<file path="config.mk">
export PLATFORM = sky130hd
export DESIGN_NAME = fadd2_seq
export DESIGN_NICKNAME = d
export VERILOG_FILES = /design/src/rtl/fadd2_seq_pkg.sv /design/src/rtl/fadd2_slice.sv /design/src/rtl/fadd2_seq.sv
export SDC_FILE = /design/constraint.sdc
export NUM_CORES = 1
export LEC_CHECK = 0
export CAP_MARGIN = 15
export CELL_PAD_IN_SITES_DETAIL_PLACEMENT = 0
export CELL_PAD_IN_SITES_GLOBAL_PLACEMENT = 2
export CORE_ASPECT_RATIO = 0.7
export CORE_UTILIZATION = 29
export DETAILED_ROUTE_END_ITERATION = 8
export PLACE_DENSITY_LB_ADDON = 0.12
export REMOVE_ABC_BUFFERS = 1
export SLEW_MARGIN = 30
export SYNTH_ARGS = -nofsm -noshare
export SYNTH_HDL_FRONTEND = slang
export SYNTH_SLANG_ARGS = --single-unit
</file>
<file path="constraint.sdc">
create_clock -name CK -period 2.2 [get_ports CK]
set_input_delay 0.33 -clock CK [delete_from_list [all_inputs] [get_ports CK]]
set_output_delay 0.33 -clock CK [all_outputs]
set_load 0.01 [all_outputs]
</file>
<file path="src/rtl/fadd2_seq_pkg.sv">
`default_nettype none
// ============================================================================
//  Module      : fadd2_seq_pkg
//  Description : Shared definitions for the fadd2_seq sequential adder.
//                Holds the controller state encoding, derived sizing
//                helpers (slice count, counter width) and the WIDTH
//                legality predicate.
//  Revision    : 1.0  initial release
// ============================================================================
package fadd2_seq_pkg;

   typedef enum logic [1:0] {
      ST_IDLE = 2'd0,
      ST_RUN  = 2'd1,
      ST_DONE = 2'd2
   } state_t;

   // Number of 2-bit slices needed to cover a w-bit operand.
   function automatic int nslices(input int w);
      return w / 2;
   endfunction

   // Slice counter width: clog2(N), but never narrower than one bit.
   function automatic int cnt_width(input int w);
      int n;
      n = w / 2;
      return (n <= 1) ? 1 : $clog2(n);
   endfunction

   // Operands are consumed two bits at a time, so WIDTH must be even.
   function automatic bit width_ok(input int w);
      return (w >= 2) && ((w % 2) == 0);
   endfunction

endpackage : fadd2_seq_pkg
`default_nettype wire

</file>
<file path="src/rtl/fadd2_slice.sv">
`default_nettype none
// ============================================================================
//  Module      : fadd2_slice
//  Description : Combinational 2-bit full-add slice. Bit 0 carry feeds
//                bit 1; both per-bit carries are exposed so the caller can
//                derive two's-complement overflow on the top slice.
//  Ports       : A0,A1,B0,B1  operand bits (bit 0 / bit 1)
//                CI           carry into bit 0
//                S0,S1        sum bits
//                CO0,CO1      carry out of bit 0 / bit 1
//  Revision    : 1.0  initial release
// ============================================================================
module fadd2_slice (
   input  logic A0,
   input  logic A1,
   input  logic B0,
   input  logic B1,
   input  logic CI,
   output logic S0,
   output logic S1,
   output logic CO0,
   output logic CO1
);

   assign S0  = A0 ^ B0 ^ CI;
   assign CO0 = (A0 & B0) | (A0 & CI) | (B0 & CI);
   assign S1  = A1 ^ B1 ^ CO0;
   assign CO1 = (A1 & B1) | (A1 & CO0) | (B1 & CO0);

endmodule : fadd2_slice
`default_nettype wire

</file>
<file path="src/rtl/fadd2_seq.sv">
`default_nettype none
// ============================================================================
//  Module      : fadd2_seq
//  Description : Sequential ripple adder. Computes A+B+CI two bits per clock
//                through a single fadd2_slice, with the inter-slice carry
//                held in a flop. Start/done handshake, all outputs registered.
//  Ports       : CK     clock, rising edge
//                CD     synchronous active-high reset
//                START  request (honoured in IDLE and on the DONE cycle)
//                A, B   WIDTH-bit operands, captured on accepted START
//                CI     carry-in, captured on accepted START
//                BUSY   slices being processed
//                DONE   one-cycle completion pulse
//                S      sum, COUT carry out, V two's-complement overflow
//  Revision    : 1.0  initial release
// ============================================================================
module fadd2_seq
   import fadd2_seq_pkg::*;
#(
   parameter int WIDTH = 8
) (
   input  logic             CK,
   input  logic             CD,
   input  logic             START,
   input  logic [WIDTH-1:0] A,
   input  logic [WIDTH-1:0] B,
   input  logic             CI,
   output logic             BUSY,
   output logic             DONE,
   output logic [WIDTH-1:0] S,
   output logic             COUT,
   output logic             V
);

   localparam int              c_N    = nslices(WIDTH);
   localparam int              c_CW   = cnt_width(WIDTH);
   localparam logic [c_CW-1:0] c_LAST = c_CW'(c_N - 1);

   generate
      if (!width_ok(WIDTH)) begin : g_bad_width
         $error("fadd2_seq: WIDTH must be even and >= 2");
      end
   endgenerate

   state_t            r_state;
   logic [WIDTH-1:0]  r_a;
   logic [WIDTH-1:0]  r_b;
   logic [WIDTH-1:0]  r_sum;
   logic              r_carry;
   logic [c_CW-1:0]   r_cnt;
   logic              r_busy;
   logic              r_done;
   logic [WIDTH-1:0]  r_s;
   logic              r_cout;
   logic              r_v;

   logic              w_s0;
   logic              w_s1;
   logic              w_co0;
   logic              w_co1;
   logic [WIDTH-1:0]  w_sum_next;

   fadd2_slice u_slice (
      .A0  (r_a[0]),
      .A1  (r_a[1]),
      .B0  (r_b[0]),
      .B1  (r_b[1]),
      .CI  (r_carry),
      .S0  (w_s0),
      .S1  (w_s1),
      .CO0 (w_co0),
      .CO1 (w_co1)
   );

   // New slice result enters at the top; after N shifts the low slice
   // has reached bit 0 and the register holds the complete sum.
   generate
      if (WIDTH == 2) begin : g_sum_w2
         assign w_sum_next = {w_s1, w_s0};
      end else begin : g_sum_wide
         assign w_sum_next = {w_s1, w_s0, r_sum[WIDTH-1:2]};
      end
   endgenerate

   always_ff @(posedge CK) begin
      if (CD) begin
         r_state <= ST_IDLE;
         r_a     <= '0;
         r_b     <= '0;
         r_sum   <= '0;
         r_carry <= 1'b0;
         r_cnt   <= '0;
         r_busy  <= 1'b0;
         r_done  <= 1'b0;
         r_s     <= '0;
         r_cout  <= 1'b0;
         r_v     <= 1'b0;
      end else begin
         case (r_state)
            // DONE accepts START exactly like IDLE so back-to-back
            // operations run without an idle bubble.
            ST_IDLE, ST_DONE: begin
               r_done <= 1'b0;
               if (START) begin
                  r_a     <= A;
                  r_b     <= B;
                  r_carry <= CI;
                  r_cnt   <= '0;
                  r_busy  <= 1'b1;
                  r_state <= ST_RUN;
               end else begin
                  r_state <= ST_IDLE;
               end
            end
            ST_RUN: begin
               r_a     <= r_a >> 2;
               r_b     <= r_b >> 2;
               r_sum   <= w_sum_next;
               r_carry <= w_co1;
               r_cnt   <= r_cnt + c_CW'(1);
               if (r_cnt == c_LAST) begin
                  r_busy  <= 1'b0;
                  r_done  <= 1'b1;
                  r_s     <= w_sum_next;
                  r_cout  <= w_co1;
                  // CO0 of the top slice is the carry into the MSB.
                  r_v     <= w_co0 ^ w_co1;
                  r_state <= ST_DONE;
               end
            end
            default: begin
               r_busy  <= 1'b0;
               r_done  <= 1'b0;
               r_state <= ST_IDLE;
            end
         endcase
      end
   end

   assign BUSY = r_busy;
   assign DONE = r_done;
   assign S    = r_s;
   assign COUT = r_cout;
   assign V    = r_v;

endmodule : fadd2_seq
`default_nettype wire

</file>
* Word level (Yosys, flattened, before mapping) *
Index checks and enable logic that the tools add are counted.

storage, ports and cells
  register bits after elaboration = 41
  output and inout bits = 12

operators by class
  $add $sub $neg = 1
  equality and inequality tests = 5
  bitwise gates (word level) = 16
  reduce and logical (&&, ||, !) cells = 7
  mux-type cells = 14

operator list
  operator                                       count
  one-hot mux 8 bit (2 select lines)             2
  2-to-1 mux 8 bit                               2
  one-hot mux 2 bit (2 select lines)             2
  AND 1 bit                                      6
  AND reduction 2 bit                            3
  bitwise XOR 1 bit                              5
  == test 2 bit, second input constant           2
  2-to-1 mux 1 bit                               4
  2-to-1 mux 2 bit                               2
  != test 2 bit, second input constant           2
  OR 1 bit                                       4
  one-hot mux 1 bit (2 select lines)             2
  OR reduction 2 bit                             2
  adder 2 x 1 -> 2 bit, second input constant    1
  == test 2 x 1 -> 1 bit, second input constant  1
  zero test 2 bit                                1
  nonzero test 2 bit                             1
  inverter 1 bit                                 1

* Logic depth before layout (Yosys ltp) *
Gate-level depths: netlist (run 1).

  depth in word-level cells = 7
  gate-level depth with buffers = 6

* Hierarchy *
A second synthesis (run 1) with hierarchy kept.

unflattened totals
  cell total of the unflattened synthesis = 200
  area total of the unflattened synthesis = 1626.6 um^2

by module, submodules not included
  module       cells each  times used  area an instance (um^2)
  fadd2_seq    189         1           1552.7
  fadd2_slice  11          1           73.8

* Worst setup path before layout (run 1) *
Ideal clock, no wire load.

  path type = register -> register
  start point = register r_carry
  end point = register r_v (netlist: V)
  stages on the path, launching flop included = 6
  path buffers = 0
  setup slack = 543 ps
  data arrival time = 1572 ps
  clock period less this slack = 1657 ps
  setup time = 86 ps
  cells stage by stage = dfxtp_1 inv_1 fa_1 fa_1 xnor2_1 a211oi_1

between the ends
  cells in the longest elaborated chain, start to end = 7
  elaborated cells between the ends (all ways) = 9
  classes of those cells = bitwise: 9

RTL lines
  element                 line               source
  start, declared         fadd2_seq.sv:49    logic r_carry;
  start signal, assigned  fadd2_seq.sv:119   r_carry <= w_co1;
  AND 1 bit               fadd2_slice.sv:26  assign CO0 = (A0 & B0) | (A0 & CI) | (B0 & CI);
  OR 1 bit                fadd2_slice.sv:26
  OR 1 bit *              fadd2_slice.sv:26
  AND 1 bit               fadd2_slice.sv:28  assign CO1 = (A1 & B1) | (A1 & CO0) | (B1 & CO0);
  OR 1 bit (2 in a row)   fadd2_slice.sv:28
  bitwise XOR 1 bit *     fadd2_seq.sv:127   r_v <= w_co0 ^ w_co1;
  end signal, assigned    fadd2_seq.sv:127
  end, declared           fadd2_seq.sv:55    logic r_v;

Mark *: on every way between the ends. The rest lies on a longest branch, timed or not.
A chain may end at the register's enable or synchronous reset.

* Final worst setup path (run 1) *
Same ends and word-level chain as after synthesis.

==> results of run 1 <==
==> report_power, final <==
group	switching [mW]	internal, mW
registers	0.0207	0.746
clock network	0.233	0.332
logic	0.108	0.0992
==> routing by layer <==
metal	global-route usage	up-vias	part of all wire
li1	-	660	-
met1	0.174	585	0.51
met2	0.200	28	0.43
met3	0.0410	5	0.052
met4	0.0516	0	0.0093
met5	0	-	0
==> path summary, 6_finish.rpt <==
path | startpoint | to
worst min register to register | S[3]$_SDFFE_PP0P_ | S[3]$_SDFFE_PP0P_
worst min-delay path | S[3]$_SDFFE_PP0P_ | S[3]$_SDFFE_PP0P_
worst max register to register | r_carry$_SDFFE_PP0P_ | V$_SDFFE_PP0P_
worst max-delay path | r_carry$_SDFFE_PP0P_ | V$_SDFFE_PP0P_
==> critical path, delay by kind of cell, from the launching register on <==
family	cells	cell delay [ns]
AO/OA/AOI/OAI	1	0.21
XOR/XNOR	1	0.15
adder cells (fa/ha/maj)	2	0.91
buffers and inverters	1	0.06
flip-flops	1	0.33
==> cell families (layout without fill, tap and decap cells) <==
family / count (synthesis) / count (layout) / synth area share
adder cells (fa/ha/maj): 3 / 3 / 0.0342
AO/OA/AOI/OAI: 43 / 43 / 0.180
AND/OR/NAND/NOR: 66 / 66 / 0.197
flip-flops: 39 / 39 / 0.509
XOR/XNOR: 1 / 1 / 0.00571
buffers and inverters: 20 / 49 / 0.0742
==> flip-flops by register name, summed over array words and instances (netlist names), 2 cells and up <==
| signal | cells |
|---|---|
| r_a | 8 |
| r_sum | 6 |
| r_cnt | 2 |
| S | 8 |
| r_b | 8 |
| r_state | 2 |
==> placed cells by master (no fill, tap or decap) <==
master	count
dfxtp_1	39
o21a_1	1
buf_4	6
nor3b_1	1
nor2b_1	2
xnor2_1	1
nand3_1	7
clkdlybuf4s50_1	31
a211oi_1	4
clkbuf_1	1
ha_1	1
fa_1	2
bufinv_16	1
nand2_1	25
o22ai_1	12
nor2_1	9
inv_1	5
and3b_1	1
nand2b_1	3
nor3_1	17
a21oi_1	18
clkbuf_8	5
nand3b_1	1
a311oi_1	4
a2bb2oi_1	1
a211oi_2	2
o21ai_0	1
==> layout make-up <==
class | instances | area, sq um
sequential | 39 | 781
clock inverter | 1 | 30.0
clock buffer | 6 | 72.6
inverter | 5 | 18.8
fill | 519 | 2960
multi-input combinational | 113 | 641
timing repair buffer | 37 | 355
tap | 69 | 86.3
==> summary.txt, run 1 <==
Timing
  • Final hold viol count: 0
  • Worst hold slack: approximately 0.45 ns
  • RSZ-0062 raised after global routing: no
  • Fmax: roughly 580 MHz
  • Count of final setup violators: 0
  • Slew @ Worst Pin: 0.492 ns
  • Clk_skew: around 0.006 ns
  • Setup TNS: 0 ns
  • Max-slew violations: 0
  • Min setup slack post-route: ~0.47 ns
  • Final Cycle Share: 0.787
  • Final min period: around 1.7 ns
  • Worst slew margin: 0.672

Place
  • Area after DPL: roughly 1900 sq um
  • DP Cell Count: approximately 260
  • Hpwl dp: 2190 microns
  • Number of I/O port buffers: 31
  • Pre-CTS setup slack: 0.476 ns
  • Final Wtd Congestion: between 0.6 and 0.7

Synth
  • Ys Warns: 0
  • Largest area contributor in the netlist: dfxtp_1
  • Cell count after synthesis: about 170
  • Synthesized area: between 1500 and 2000 sq um
  • EDFF count, synth: 0
  • #FFs+latches synth: 39
  • Synth top area cells: dfxtp_1 51%, nand2_1 6.1%, a21oi_1 5.9%
  • Mean Syn Cell Area: a little under 9 sq um
  • Yosys top cell area share: 0.509
  • Post-synth top cells: 39 x dfxtp_1, 25 x nand2_1, 18 x a21oi_1
  • Main synth FF type: dfxtp_1
  • Most frequent cell after synthesis: dfxtp_1
  • Post-synth ARST share: 0
  • Library cells used by synthesis: 27
  • Post-synthesis sequential area ratio: 0.509

Critical path
  • FF-to-FF path depth: 5
  • CP Max Fanout: 3
  • Crit path largest cell delay: between 0.4 and 0.5 ns
  • CP Class: flop to flop
  • Worst EP arrival: between 1.5 and 2 ns
  • Worst path cell trace: inv_1 -> fa_1 -> fa_1 -> xnor2_1 -> a211oi_1
  • Worst reg-to-reg setup slack: between 0.4 and 0.5 ns
  • Most numerous cell on the critical path: fa_1
  • Critical Path Start Type: flop
  • Worst Setup End Kind: flop
  • Crit-path slowest cell: fa_1
  • WP data required: roughly 2.4 ns

Cells and area
  • Inserted Diodes: 0
  • Final Non-Filler Cells: 270
  • Area Overhead vs Synth: 29.3%
  • Fin util: 0.402
  • Nets: 224
  • Fin area: slightly below 2000 sq um
  • Layout cell share with drive strength beyond 1: 0.0697

Clock tree
  • Num CTS Buffers: 5
  • Num Clock Sinks: 39
  • Clock root buffer master: clkbuf_8
  • Cts hold-fix bufs: 0
  • H-tree Lvls: 2
  • Clock Pin Slew Worst Setup and Hold Paths: ~0.07 ns
  • CTS resizes: 0
  • Clock latency on the worst-skew pair: about 0.28 ns
  • CTS tree: done
  • CTS max path bufs: 2
  • Post-CTS setup buffers: 0

GRT
  • Number of global-route vias before repair: between 1000 and 1500
  • Antenna violations before repair: 0
  • Global-route wire length before repair: between 5000 and 6000 microns
  • Largest net degree at the start of global routing: 40
  • Gr usage total: 0.132
  • GRT overflow: 0

Route
  • Final wirelength: about 3400 microns
  • WL per Instance: ~13 microns
  • TritonRoute pass-1 iters: 4
  • Avg Vias per Cell: around 4.7
  • Final ANT Viol Nets: 0
  • DRC viols: 0
  • Vias: roughly 1300
  • DR iter-0 viols: 82

Outcome
  • Status: complete, no violations

Hold path
  • Worst Hold Depth: 2
  • Hold crit path type: flop to flop

Floorplan
  • Die Ht: between 60 and 70 microns
  • Chip Width: ~89 microns
  • Placement Rows: 21
  • Core area: between 4000 and 5000 sq um
  • Die footprint: around 5600 sq um
  • Io pins: 32
  • Starting Density: 0.311

Power and ir drop
  • PwrDens: slightly below 800 nW/um^2
  • VDD IR max: 0.251 mV
  • Tot Pwr: 1.54 mW
  • Leakage: roughly 0.67 nW

Flow run
  • Maxcap violations: 0
(Power assumes the default switching activity.)
==> inputs of run 2 (changes only) <==
==> constraint.sdc (replaced) <==
create_clock -name CK -period 1.7 [get_ports CK]
set_input_delay 0.255 -clock CK [delete_from_list [all_inputs] [get_ports CK]]
set_output_delay 0.255 -clock CK [all_outputs]
set_load 0.01 [all_outputs]
==> summary.txt, run 2 (synthesis gave the netlist of run 1 again) <==
Power and ir drop
  • Tot Pwr: 2.01 mW (was 1.54 mW)
  • PwrDens: 984 nW/um^2 (was 776 nW/um^2)
  • VDD IR max: 0.379 mV (was 0.251 mV)
  • Leakage: 0.700 nW (was 0.671 nW)

GRT
  • Antenna violations before repair: 0 (unchanged)
  • Global-route wire length before repair: 5930 microns (was 5580 microns)
  • GRT overflow: 0 (unchanged)
  • Gr usage total: 0.142 (was 0.132)
  • Largest net degree at the start of global routing: 40 (unchanged)
  • Number of global-route vias before repair: 1338 (was 1238)

Clock tree
  • Clock Pin Slew Worst Setup and Hold Paths: 0.07 ns (about the same)
  • H-tree Lvls: 2 (unchanged)
  • Clock latency on the worst-skew pair: 0.29 ns (was 0.28 ns)
  • Clock root buffer master: clkbuf_8 (unchanged)
  • Num Clock Sinks: 39 (unchanged)
  • CTS tree: done (unchanged)
  • CTS max path bufs: 2 (unchanged)
  • Num CTS Buffers: 5 (unchanged)

Cells and area
  • Nets: 228 (was 224)
  • Most common cell after layout, fill and taps aside: dfxtp_1 (unchanged)
  • Fin area: 2050 sq um (was 1980 sq um)
  • Area Overhead vs Synth: 33.3% (was 29.3%)
  • Layout cell share with drive strength beyond 1: 0.102 (was 0.0697)
  • Inserted Diodes: 0 (unchanged)
  • Most frequent cells in the layout: 38 x dfxtp_1, 31 x clkdlybuf4s50_1, 25 x nand2_1, 18 x a21oi_1, 17 x nor3_1 (was 39 x dfxtp_1, 31 x clkdlybuf4s50_1, 25 x nand2_1, 18 x a21oi_1, 17 x nor3_1)
  • Fin util: 0.414 (was 0.402)

Place
  • Area after DPL: 1930 sq um (was 1880 sq um)
  • Pre-CTS setup slack: -0.0569 ns (was 0.476 ns)
  • Number of I/O port buffers: 31 (unchanged)
  • Final Wtd Congestion: 0.678 (was 0.693)
  • Hpwl dp: 2290 microns (was 2190 microns)

Timing
  • Fmax: 621 MHz (was 577 MHz)
  • Min setup slack post-route: 0.0895 ns (was 0.468 ns)
  • Slew @ Worst Pin: 0.302 ns (was 0.492 ns)
  • Final min period: 1.61 ns (was 1.73 ns)
  • Final Cycle Share: 0.947 (was 0.787)
  • Max-slew violations: 0 (unchanged)
  • Clk_skew: 0.00699 ns (was 0.00601 ns)
  • Count of final setup violators: 0 (unchanged)
  • Final hold viol count: 0 (unchanged)
  • Worst slew margin: 0.798 (was 0.672)

Hold path
  • Hold Path Origin: S[5]$_SDFFE_PP0P_ (was S[3]$_SDFFE_PP0P_)
  • Hold crit path type: flop to flop (unchanged)

Floorplan
  • Starting Density: 0.311 (unchanged)
  • Placement Rows: 21 (unchanged)
  • Die footprint: 5590 sq um (unchanged)
  • Chip Width: 89.0 microns (unchanged)
  • Io pins: 32 (unchanged)
  • Core area: 4940 sq um (unchanged)
  • Die Ht: 62.9 microns (unchanged)

Flow run
  • Maxcap violations: 0 (unchanged)

Route
  • DR iter-0 viols: 39 (was 82)
  • DRC viols: 0 (unchanged)
  • WL per Instance: 12.8 microns (was 12.7 microns)
  • Final ANT Viol Nets: 0 (unchanged)
  • Final wirelength: 3510 microns (was 3430 microns)
  • TritonRoute pass-1 iters: 4 (unchanged)
  • Avg Vias per Cell: 4.81 (was 4.73)
  • Vias: 1317 (was 1278)

Critical path
  • Crit path launch: r_carry$_SDFFE_PP0P_ (unchanged)
  • CP Class: flop to flop (unchanged)
  • Reg-to-Reg Start: r_carry$_SDFFE_PP0P_ (unchanged)
  • Worst Setup End Kind: flop (unchanged)
  • Critical Path Start Type: flop (unchanged)
  • CP Max Fanout: 3 (unchanged)
  • Worst EP arrival: 1.81 ns (was 1.94 ns)
  • WP data required: 1.90 ns (was 2.40 ns)

Outcome
  • Status: complete, no violations (unchanged)
-- run 2: path summary, 6_finish.rpt --
kind	endpoint	cells past startpoint	slack, ns
worst max-delay path	V$_SDFFE_PP0P_	5	0.09
worst min-delay path	S[5]$_SDFFE_PP0P_	2	0.46
worst min register to register	S[5]$_SDFFE_PP0P_	2	0.46
worst max register to register	V$_SDFFE_PP0P_	5	0.09
-- run 2: power breakdown --
group | total (mW) | switching, mW | internal [mW]
registers | 0.993 | 0.0275 | 0.965
clock network | 0.734 | 0.304 | 0.430
logic | 0.287 | 0.142 | 0.145
-- run 2: routing by layer --
layer / track usage / routed length [microns] / vias to the layer above
met5: 0 / 0 / -
met4: 0.0595 / 59 / 0
met3: 0.0449 / 156 / 8
met2: 0.230 / 1620 / 22
met1: 0.173 / 1680 / 621
li1: - / - / 666
-- run 2: layout make-up --
class	instances	area, sq um
fill	517	2890
clock buffer	6	72.6
clock inverter	1	30.0
multi-input combinational	113	646
tap	69	86.3
sequential	39	782
inverter	5	18.8
timing repair buffer	41	410
-- run 2: metrics by stage --
stage	setup TNS (ns)	hold WS [ns]	std cells
floorplan	0	0.320	157
global placement	0	0.443	266
detailed placement	-0.0569	0.450	266
CTS	0	0.460	273
global route	-0.00113	0.485	274
finish	0	0.455	274
-- run 2: critical path, cell delays in order, from the launching register on --
cell and delay, ns:
dfxtp_2 0.33, inv_1 0.06, fa_2 0.40, fa_2 0.39
xnor2_1 0.14, a211oi_1 0.20
-- run 2: timing repair --
action                     in CTS  in global routing
setup endpoints to repair       1                  1
resized for setup               2                  1
setup buffers                   0                  1
pin swaps                       0                  2
gates cloned                    0                  0
hold buffers                    0                  0
